===== config.mk =====
export PLATFORM = sky130hd
export DESIGN_NAME = regfile_wb_ctrl
export DESIGN_NICKNAME = d
export VERILOG_FILES = /design/src/rtl/regfile_pkg.sv /design/src/rtl/regfile_scoreboard.sv /design/src/rtl/regfile_wb_ctrl.sv
export SDC_FILE = /design/constraint.sdc
export NUM_CORES = 1
export LEC_CHECK = 0
export ABC_AREA = 0
export CORE_AREA = 2 2 192 194
export DETAILED_ROUTE_END_ITERATION = 10
export DIE_AREA = 0 0 194 196
export GPL_TIMING_DRIVEN = 0
export PLACE_DENSITY = 0.46
export SETUP_SLACK_MARGIN = 0.05
export SLEW_MARGIN = 10
export SYNTH_ARGS = -nofsm -noshare
export SYNTH_HDL_FRONTEND = slang
export SYNTH_SLANG_ARGS = --single-unit

===== constraint.sdc =====
create_clock -name clk -period 5.1 [get_ports clk]
set_input_delay 0.51 -clock clk [delete_from_list [all_inputs] [get_ports clk]]
set_output_delay 0.51 -clock clk [all_outputs]
set_load 0.01 [all_outputs]

===== src/rtl/regfile_pkg.sv =====
// Purpose : shared types and sizes for the integer register-file write-back path.
// Latency : n/a (types and constants only).
// Backpressure: n/a.
package regfile_pkg;

    localparam int XLEN = 64;
    localparam int NREG = 32;

    typedef logic [4:0] reg_idx_t;

    // One write-back beat: destination index plus data.
    typedef struct packed {
        reg_idx_t          rd;
        logic [XLEN-1:0]   data;
    } wb_beat_t;

endpackage : regfile_pkg


===== src/rtl/regfile_scoreboard.sv =====
// Purpose : busy vector of destinations with long-latency writes outstanding, plus RAW/WAW compare.
// Latency : set/clear visible the cycle after; stall is combinational from current busy.
// Backpressure: stall holds issue while any source or the destination is busy.
// Ports   : clk/rst_n; set_en/set_idx (issue of a long op); clr_en/clr_idx (long write-back);
//           valid/rs1/rs2/rd (issuing instruction); stall (hazard against current busy).
module regfile_scoreboard
    import regfile_pkg::*;
#(
    parameter int NREG = 32
) (
    input  logic     clk,
    input  logic     rst_n,
    input  logic     set_en,
    input  reg_idx_t set_idx,
    input  logic     clr_en,
    input  reg_idx_t clr_idx,
    input  logic     valid,
    input  reg_idx_t rs1,
    input  reg_idx_t rs2,
    input  reg_idx_t rd,
    output logic     stall
);

    logic [NREG-1:0] busy;
    logic [NREG-1:0] busy_nxt;

    // Clear applied first so a same-index set wins; x0 can never be busy.
    always_comb begin
        busy_nxt = busy;
        if (clr_en) begin
            busy_nxt[clr_idx] = 1'b0;
        end
        if (set_en) begin
            busy_nxt[set_idx] = 1'b1;
        end
        busy_nxt[0] = 1'b0;
    end

    always_ff @(posedge clk or negedge rst_n) begin
        if (!rst_n) begin
            busy <= '0;
        end else begin
            busy <= busy_nxt;
        end
    end

    // busy[0] is always 0, so index 0 never raises a hazard on either path.
    logic raw;
    logic waw;
    assign raw   = busy[rs1] || busy[rs2];
    assign waw   = busy[rd];
    assign stall = valid && (raw || waw);

endmodule : regfile_scoreboard


===== src/rtl/regfile_wb_ctrl.sv =====
// Purpose : arbitrates ALU (wb0) and long-latency (wb1) write-back onto one RF write port,
//           tracks long-latency destinations for hazard stalls, forwards the in-flight write.
// Latency : transfer in cycle N -> rf_we/rf_rd/rf_wdata in N+1; forwarding is combinational.
// Backpressure: wb0 preferred; wb1 wins once refused MAX_AGE cycles; iss_stall on RAW/WAW.
// Ports   : wb0_*/wb1_* valid-ready write-back sources; iss_* issue-stage indices and stall;
//           rf_rs*_data in / fwd_rs*_data out operand path; rf_we/rf_rd/rf_wdata registered write.
module regfile_wb_ctrl
    import regfile_pkg::*;
#(
    parameter int XLEN    = 64,
    parameter int NREG    = 32,
    parameter int MAX_AGE = 4
) (
    input  logic            clk,
    input  logic            rst_n,
    input  logic            wb0_valid,
    output logic            wb0_ready,
    input  logic [4:0]      wb0_rd,
    input  logic [XLEN-1:0] wb0_data,
    input  logic            wb1_valid,
    output logic            wb1_ready,
    input  logic [4:0]      wb1_rd,
    input  logic [XLEN-1:0] wb1_data,
    input  logic            iss_valid,
    input  logic            iss_long,
    input  logic [4:0]      iss_rd,
    input  logic [4:0]      iss_rs1,
    input  logic [4:0]      iss_rs2,
    output logic            iss_stall,
    input  logic [XLEN-1:0] rf_rs1_data,
    input  logic [XLEN-1:0] rf_rs2_data,
    output logic [XLEN-1:0] fwd_rs1_data,
    output logic [XLEN-1:0] fwd_rs2_data,
    output logic            rf_we,
    output logic [4:0]      rf_rd,
    output logic [XLEN-1:0] rf_wdata
);

    // ---------------- arbitration ----------------
    logic [3:0] age;
    logic       starve;
    logic       wb0_xfer;
    logic       wb1_xfer;
    logic       xfer;
    wb_beat_t   win;

    assign starve    = (age == 4'(MAX_AGE));
    // wb1 may win only when wb0 is idle or wb1 has waited long enough; the two
    // ready terms are mutually exclusive whenever both sources are valid.
    assign wb0_ready = !(starve && wb1_valid);
    assign wb1_ready = !wb0_valid || starve;
    assign wb0_xfer  = wb0_valid && wb0_ready;
    assign wb1_xfer  = wb1_valid && wb1_ready;
    assign xfer      = wb0_xfer || wb1_xfer;

    always_comb begin
        win = '{rd: wb0_rd, data: wb0_data};
        if (wb1_xfer) begin
            win = '{rd: wb1_rd, data: wb1_data};
        end
    end

    // Counts refused wb1 cycles, saturating so starve stays asserted until wb1 moves.
    always_ff @(posedge clk or negedge rst_n) begin
        if (!rst_n) begin
            age <= '0;
        end else if (wb1_xfer) begin
            age <= '0;
        end else if (wb1_valid && !wb1_ready && (age != 4'(MAX_AGE))) begin
            age <= age + 4'd1;
        end
    end

    // ---------------- output stage ----------------
    always_ff @(posedge clk or negedge rst_n) begin
        if (!rst_n) begin
            rf_we    <= 1'b0;
            rf_rd    <= '0;
            rf_wdata <= '0;
        end else begin
            rf_we <= xfer && (win.rd != 5'd0);
            if (xfer) begin
                rf_rd    <= win.rd;
                rf_wdata <= win.data;
            end
        end
    end

    // ---------------- scoreboard ----------------
    logic set_en;
    assign set_en = iss_valid && iss_long && !iss_stall && (iss_rd != 5'd0);

    regfile_scoreboard #(
        .NREG (NREG)
    ) u_sb (
        .clk     (clk),
        .rst_n   (rst_n),
        .set_en  (set_en),
        .set_idx (iss_rd),
        .clr_en  (wb1_xfer),
        .clr_idx (wb1_rd),
        .valid   (iss_valid),
        .rs1     (iss_rs1),
        .rs2     (iss_rs2),
        .rd      (iss_rd),
        .stall   (iss_stall)
    );

    // ---------------- forwarding ----------------
    // The register file only holds the in-flight write from the following cycle,
    // so the registered write is bypassed onto matching operand reads.
    assign fwd_rs1_data = (rf_we && (rf_rd == iss_rs1) && (iss_rs1 != 5'd0)) ? rf_wdata : rf_rs1_data;
    assign fwd_rs2_data = (rf_we && (rf_rd == iss_rs2) && (iss_rs2 != 5'd0)) ? rf_wdata : rf_rs2_data;

endmodule : regfile_wb_ctrl


=== Word-level counts from Yosys, hierarchy flattened ===
Index checks and enable logic that the tools add are counted.

* Register bits: 105

* Add/subtract/negate cells: 1
* Reductions and logical operators: 29
* Equality and inequality tests: 4
* $lt $le $gt $ge: 6
* Mux-type cells: 17
* Bitwise operators: 3

{| class="wikitable"
|+ Operator list
! kind !! count
|-
| $mux W64 || 2
|-
| $mux W69 || 1
|-
| $mux W32 || 2
|-
| $and A32 B32 Y32 || 1
|-
| $not A32 Y32 || 1
|-
| $or A32 B32 Y32 || 1
|-
| $lt A5 B6 Y1 const B || 4
|-
| $reduce_bool A5 Y1 || 4
|-
| $logic_and A1 B1 Y1 || 16
|-
| $bmux W1 S5 || 3
|-
| $demux W1 S5 || 2
|-
| $eq A5 B5 Y1 || 2
|-
| $ge A5 B1 Y1 const B || 2
|-
| $mux W4 || 2
|-
| $mux W1 || 5
|-
| $add A4 B1 Y4 const B || 1
|-
| $eq A4 B3 Y1 const B || 1
|-
| $logic_not A1 Y1 || 4
|-
| $logic_or A1 B1 Y1 || 4
|-
| $ne A4 B3 Y1 const B || 1
|-
| $reduce_bool A2 Y1 || 1
|}

=== Longest topological paths before layout ===
* Word-level depth: 9
* Mapped depth: 10
* Mapped depth without buffers: 8

=== Modules after synthesis ===
Synthesis repeated with hierarchy kept, for this count alone.

* Cells, all modules: 638
* Area, all modules: 7176.9 um^2

{| class="wikitable"
|+ Modules (own cells, without submodules)
! module !! seq. area each (um^2) !! cells each !! times used !! area an instance (um^2)
|-
| regfile_wb_ctrl || 1851.8 || 435 || 1 || 5049.8
|-
| regfile_scoreboard || 775.7 || 203 || 1 || 2127.0
|}

=== Worst setup path before layout ===
OpenSTA, ideal clock, no wires.

* Path kind: input-to-output
* Start point: input iss_rs1[0]
* End point: output iss_stall
* Cell stages on the path: 8
* Slack: 1.971 ns
* Path buffers: 2
* Data required time: 4.590 ns
* Data arrival time: 2.619 ns
* Cells stage by stage: buf_2 buf_1 mux2_1 nor3b_1 a2111oi_0 nor4_4 inv_2 o41a_1

* Longest elaborated chain between the ends: 5

{| class="wikitable"
|+ Ends and longest elaborated chain
! what !! line !! source
|-
| start: declaration || regfile_wb_ctrl.sv:27 || <nowiki>input logic [4:0] iss_rs1,</nowiki>
|-
| $bmux W1 S5 || regfile_scoreboard.sv:50 || <nowiki>assign raw = busy[rs1] || busy[rs2];</nowiki>
|-
| $mux W1 (not written as such) || regfile_scoreboard.sv:50 ||
|-
| $logic_or A1 B1 Y1 || regfile_scoreboard.sv:50 ||
|-
| $logic_or A1 B1 Y1 || regfile_scoreboard.sv:52 || <nowiki>assign stall = valid && (raw || waw);</nowiki>
|-
| $logic_and A1 B1 Y1 || regfile_scoreboard.sv:52 ||
|-
| end: declaration || regfile_wb_ctrl.sv:29 || <nowiki>output logic iss_stall,</nowiki>
|}

No other way between the ends. The select of a mux whose other input is x is not followed.

=== Worst setup path in the final report ===
* Start point: input iss_rs2[0]
* End point: output fwd_rs2_data[49]

* Longest elaborated chain between the ends: 4

{| class="wikitable"
|+ Ends and longest elaborated chain
! what !! line !! source
|-
| start: declaration || regfile_wb_ctrl.sv:28 || <nowiki>input logic [4:0] iss_rs2,</nowiki>
|-
| $eq A5 B5 Y1 || regfile_wb_ctrl.sv:113 || <nowiki>assign fwd_rs2_data = (rf_we && (rf_rd == iss_rs2) && (iss_rs2 != 5'd0)) ? rf_wdata : rf_rs2_data;</nowiki>
|-
| $logic_and A1 B1 Y1 || regfile_wb_ctrl.sv:113 ||
|-
| $logic_and A1 B1 Y1 (*) || regfile_wb_ctrl.sv:113 ||
|-
| $mux W64 (*) || regfile_wb_ctrl.sv:113 ||
|-
| end: declaration || regfile_wb_ctrl.sv:33 || <nowiki>output logic [XLEN-1:0] fwd_rs2_data,</nowiki>
|}

Mark *: on every way between the ends. The rest lies on a longest branch, timed or not.

==> qor_table.md <==
| Step | Parameter | Value |
| --- | --- | --- |
| sta | Final Hold Vio Count | 0 |
| synth | Flip-flop and latch count after synthesis | 105 |
| clocking | Clock net sink count | 105 |
| place | Count of buffers from port buffering | 482 |
| clocking | Clock latency on the worst-skew pair | 0.36 ns |
| route | Number of remaining DRC errors | 0 |
| critical path | Startpoint kind of the worst setup timing path | input port |
| critical path | Critical path startpoint | iss_rs2[0] |
| layout | Count of fill cells added during filler insertion | 3,703 |
| synth | Primary flip-flop cell chosen by synthesis mapping | sky130_fd_sc_hd__dfrtp_1 |
| layout | Layout cells sized above 1 | 15.66% |
| route | Final wirelength | 39,630 um |
| place | Worst setup timing slack at the placement stage | 0.1400 ns |
| layout | Area of combinational cells with multiple inputs | 4070 sq um |
| route | 1st-pass router iterations | 9 |
| synth | Combined area of all synthesized cells | 7226 sq um |
| power | Max IR drop VDD | 170.9 uV |
| critical path | Critical path endpoint category | output port |
| clocking | Total clock buffers created by CTS | 9 |
| route | Detail-routed via count per cell | 4.829 |
| floorplan | Die Ht | 196 um |
| sta | Worst hold-check slack | 0.02447 ns |
| place | Cell Count Post-Placement | 1,662 |
| synth | Net count after synthesis | 1,000 |
| global routing | Global-route wire length before repair | 57,370 um |
| clocking | Total setup buffers inserted after CTS | 0 |
| clocking | Bufs on Longest Clock Path | 2 |
| global routing | Global route total overflow | 0 |
| power | Power per cell area | 223.1 nW/um^2 |
| power | Leakage component of the power | 5.115 nW |
| sta | Unrepaired setup endpoints after global routing | no |
| synth | Share of synthesized area occupied by flip-flops and latches | 36.36% |
| place | Total cell area at the placement stage | 12,660 sq um |
| layout | Cell area after layout | 12,970 sq um |
| worst hold path | Worst hold path type | input port to asynchronous set/reset pin |
| sta | Finish-stage setup viols | 0 |
| sta | Maximum clock rate | 0.2143 GHz |
| layout | Area growth, synth to finish | 79.50% |
| critical path | Worst flop-to-flop path startpoint | age[0] |
| place | Final RePlAce weighted congestion | 0.8997 |
| critical path | Crit path required time | 4.59 ns |
| synth | Number of enable-type register cells in the synthesized netlist | 0 |
| layout | Non-filler instance count after layout | 1,676 |
| synth | Post-Synthesis Mean Instance Area | 10.16 sq um |
| sta | Setup TNS | 0 ns |
| sta | Slew at the pin closest to its max-slew limit | 1.069 ns |
| layout | Area taken by flip-flops and latches | 2628 sq um |
| sta | Max Clock Skew | 0.01163 ns |
| critical path | Critical Path AT | 4.16 ns |
| route | Average routed wire per standard cell | 23.65 um |
| route | Vias | 8,094 |
| floorplan | Initial Utilization | 20.02% |
| route | Number of nets with antenna violations after routing | 0 |
| global routing | Vias in the first global route | 8,233 |
| clocking | Clock slew seen by the registers of the worst setup and hold paths | 0.07 ns |
| layout | Final Net Count | 1,493 |
| job | Max_cap viols | 0 |
| global routing | Number of antenna violations at the first check in global routing | 5 |
| critical path | Crit path largest cell delay | 0.67 ns |
| clocking | Post-cts sizing count | 0 |
| synth | Post-synthesis instance total | 711 |
| critical path | Maximum fanout along the worst path | 10 |
| critical path | Buffers plus inverters on the worst setup path | 4 |
| sta | Slew Viols, Final | 0 |
| clocking | Number of hold buffers added after cts | 0 |
| outcome | Status | finished clean |
| critical path | Cell at the slowest stage of the critical path | sky130_fd_sc_hd__and3_1 |
| clocking | Number of H-tree levels | 3 |
| floorplan | Area of the die | 38,020 sq um |
| sta | Final Cycle Share | 91.50% |
| sta | Post-route minimum period | 4.667 ns |
| critical path | Top delay family on crit path | buffers and inverters |
| critical path | Sequence of cells on the critical path | clkdlybuf4s50_1 > buf_2 > nor4_1 > nor3_1 > a21oi_1 > nor4_1 > and3_1 > buf_2 > mux2_2 > clkdlybuf4s50_1 |
| floorplan | Area inside the core boundary | 36,080 sq um |
| route | Detailed Route Iter0 Violations | 638 |
| floorplan | Std-Cell Rows | 70 |
| layout | Utilization after layout | 35.94% |
| global routing | Pin count of the biggest net entering global routing | 79 |
| clocking | CTS tree | done |
| synth | Number of synthesis warnings | 0 |
| global routing | Total routing resource utilization after global routing | 20.02% |
| floorplan | Total I/O pin count | 488 |
| floorplan | Die width | 194 um |
| synth | Share of flip-flops with an asynchronous set or reset | 100.0% |
| sta | Max-Slew Margin vs Limit | 27.74% |
| sta | PnR worst setup slack | 0.4334 ns |
| power | Post-route total power | 2.894 mW |
| clocking | CTS root buffer | sky130_fd_sc_hd__clkbuf_16 |
| critical path | Worst setup path category | input port to output port |
| place | Placed wire-length estimate | 31,840 um |
| synth | Distinct cells, synth | 50 |
[synth_stat cells (7+ instances only)]
master	count	share of area [%]
sky130_fd_sc_hd__mux2_2	138	22
sky130_fd_sc_hd__dfrtp_1	105	36
sky130_fd_sc_hd__inv_1	73	3.8
sky130_fd_sc_hd__a222oi_1	64	8.9
sky130_fd_sc_hd__o21ai_0	44	3.0
sky130_fd_sc_hd__clkbuf_1	34	1.8
sky130_fd_sc_hd__nand4_1	27	2.3
sky130_fd_sc_hd__nand2_1	26	1.4
sky130_fd_sc_hd__o21ai_1	23	1.6
sky130_fd_sc_hd__buf_2	20	1.4
sky130_fd_sc_hd__mux2i_1	16	2.2
sky130_fd_sc_hd__nand3_1	12	0.83
sky130_fd_sc_hd__nor2b_1	12	1.0
sky130_fd_sc_hd__nand3b_1	10	1.0
sky130_fd_sc_hd__nor3_1	10	0.69
sky130_fd_sc_hd__nor2_1	9	0.47
sky130_fd_sc_hd__mux4_2	7	2.2
[sequential cells by signal, summed over array words and instances, names as in the netlist]
name,count
rf_wdata,64
u_sb.busy,31
rf_rd,5
age,4
rf_we,1
[final timing paths]
path / end / cells past startpoint / slack (ns)
max: fwd_rs2_data[49] / 10 / 0.43
min: u_sb.busy[24] / 1 / 0.02
max reg2reg: u_sb.busy[26] / 9 / 1.94
min reg2reg: age[2] / 1 / 0.57
max in group asynchronous: age[3] / 2 / 4.33
min in group clk: age[1] / 3 / 0.56
[worst reg2reg max path, delay by kind of cell (launching register included)]
family / cells / cell delay (ns)
and+or+nand+nor: 4 / 1.16
buffers and inverters: 2 / 0.86
AOI/OAI and AO/OA: 2 / 0.42
DFF: 1 / 0.40
adders and majority gates: 1 / 0.20
[area by class of cell]
type / instances / area share (%)
Buffer: 57 / 1.900
Sequential cell: 105 / 20.26
Tap cell: 468 / 4.515
Multi-Input combinational cell: 474 / 31.38
Inverter: 74 / 2.142
Antenna cell: 1 / 0.01929
Clock inverter: 5 / 0.6271
Timing Repair Buffer: 483 / 37.42
Clock buffer: 9 / 1.736
[layer usage]
metal	GRT usage, %	vias up	wire (um)
li1	-	3720	-
met1	25.83	3958	16870
met2	34.88	377	19710
met3	4.177	31	2578
met4	3.395	8	413
met5	0	-	57
[cell families after synthesis]
group / share of synthesized area [%]
buf+inv: 7.307
simple gates: 10.67
compound gates: 16.94
flops: 36.36
xor+xnor: 0.9697
mux: 27.41
fa+ha+maj: 0.3463
[layout by cell type, fill, tap and decap left out, drive strengths merged, types with 10 or more instances in the layout]
master,netlist,routed
clkdlybuf4s50,0,481
mux2,143,143
dfrtp,105,105
inv,74,75
o21ai,67,67
a222oi,64,64
clkbuf,34,42
nand4,27,27
nand2,26,26
buf,24,26
mux2i,16,16
nand3,12,12
nor2b,12,12
nor3,10,10
nand3b,10,10
[power by group]
group / leakage, nW / switching, mW / internal (mW)
Clock: 0.148 / 0.338 / 0.427
Sequential: 1.31 / 0.146 / 0.935
Combinational: 3.66 / 0.432 / 0.615
Power figures use the tool's default switching activity.
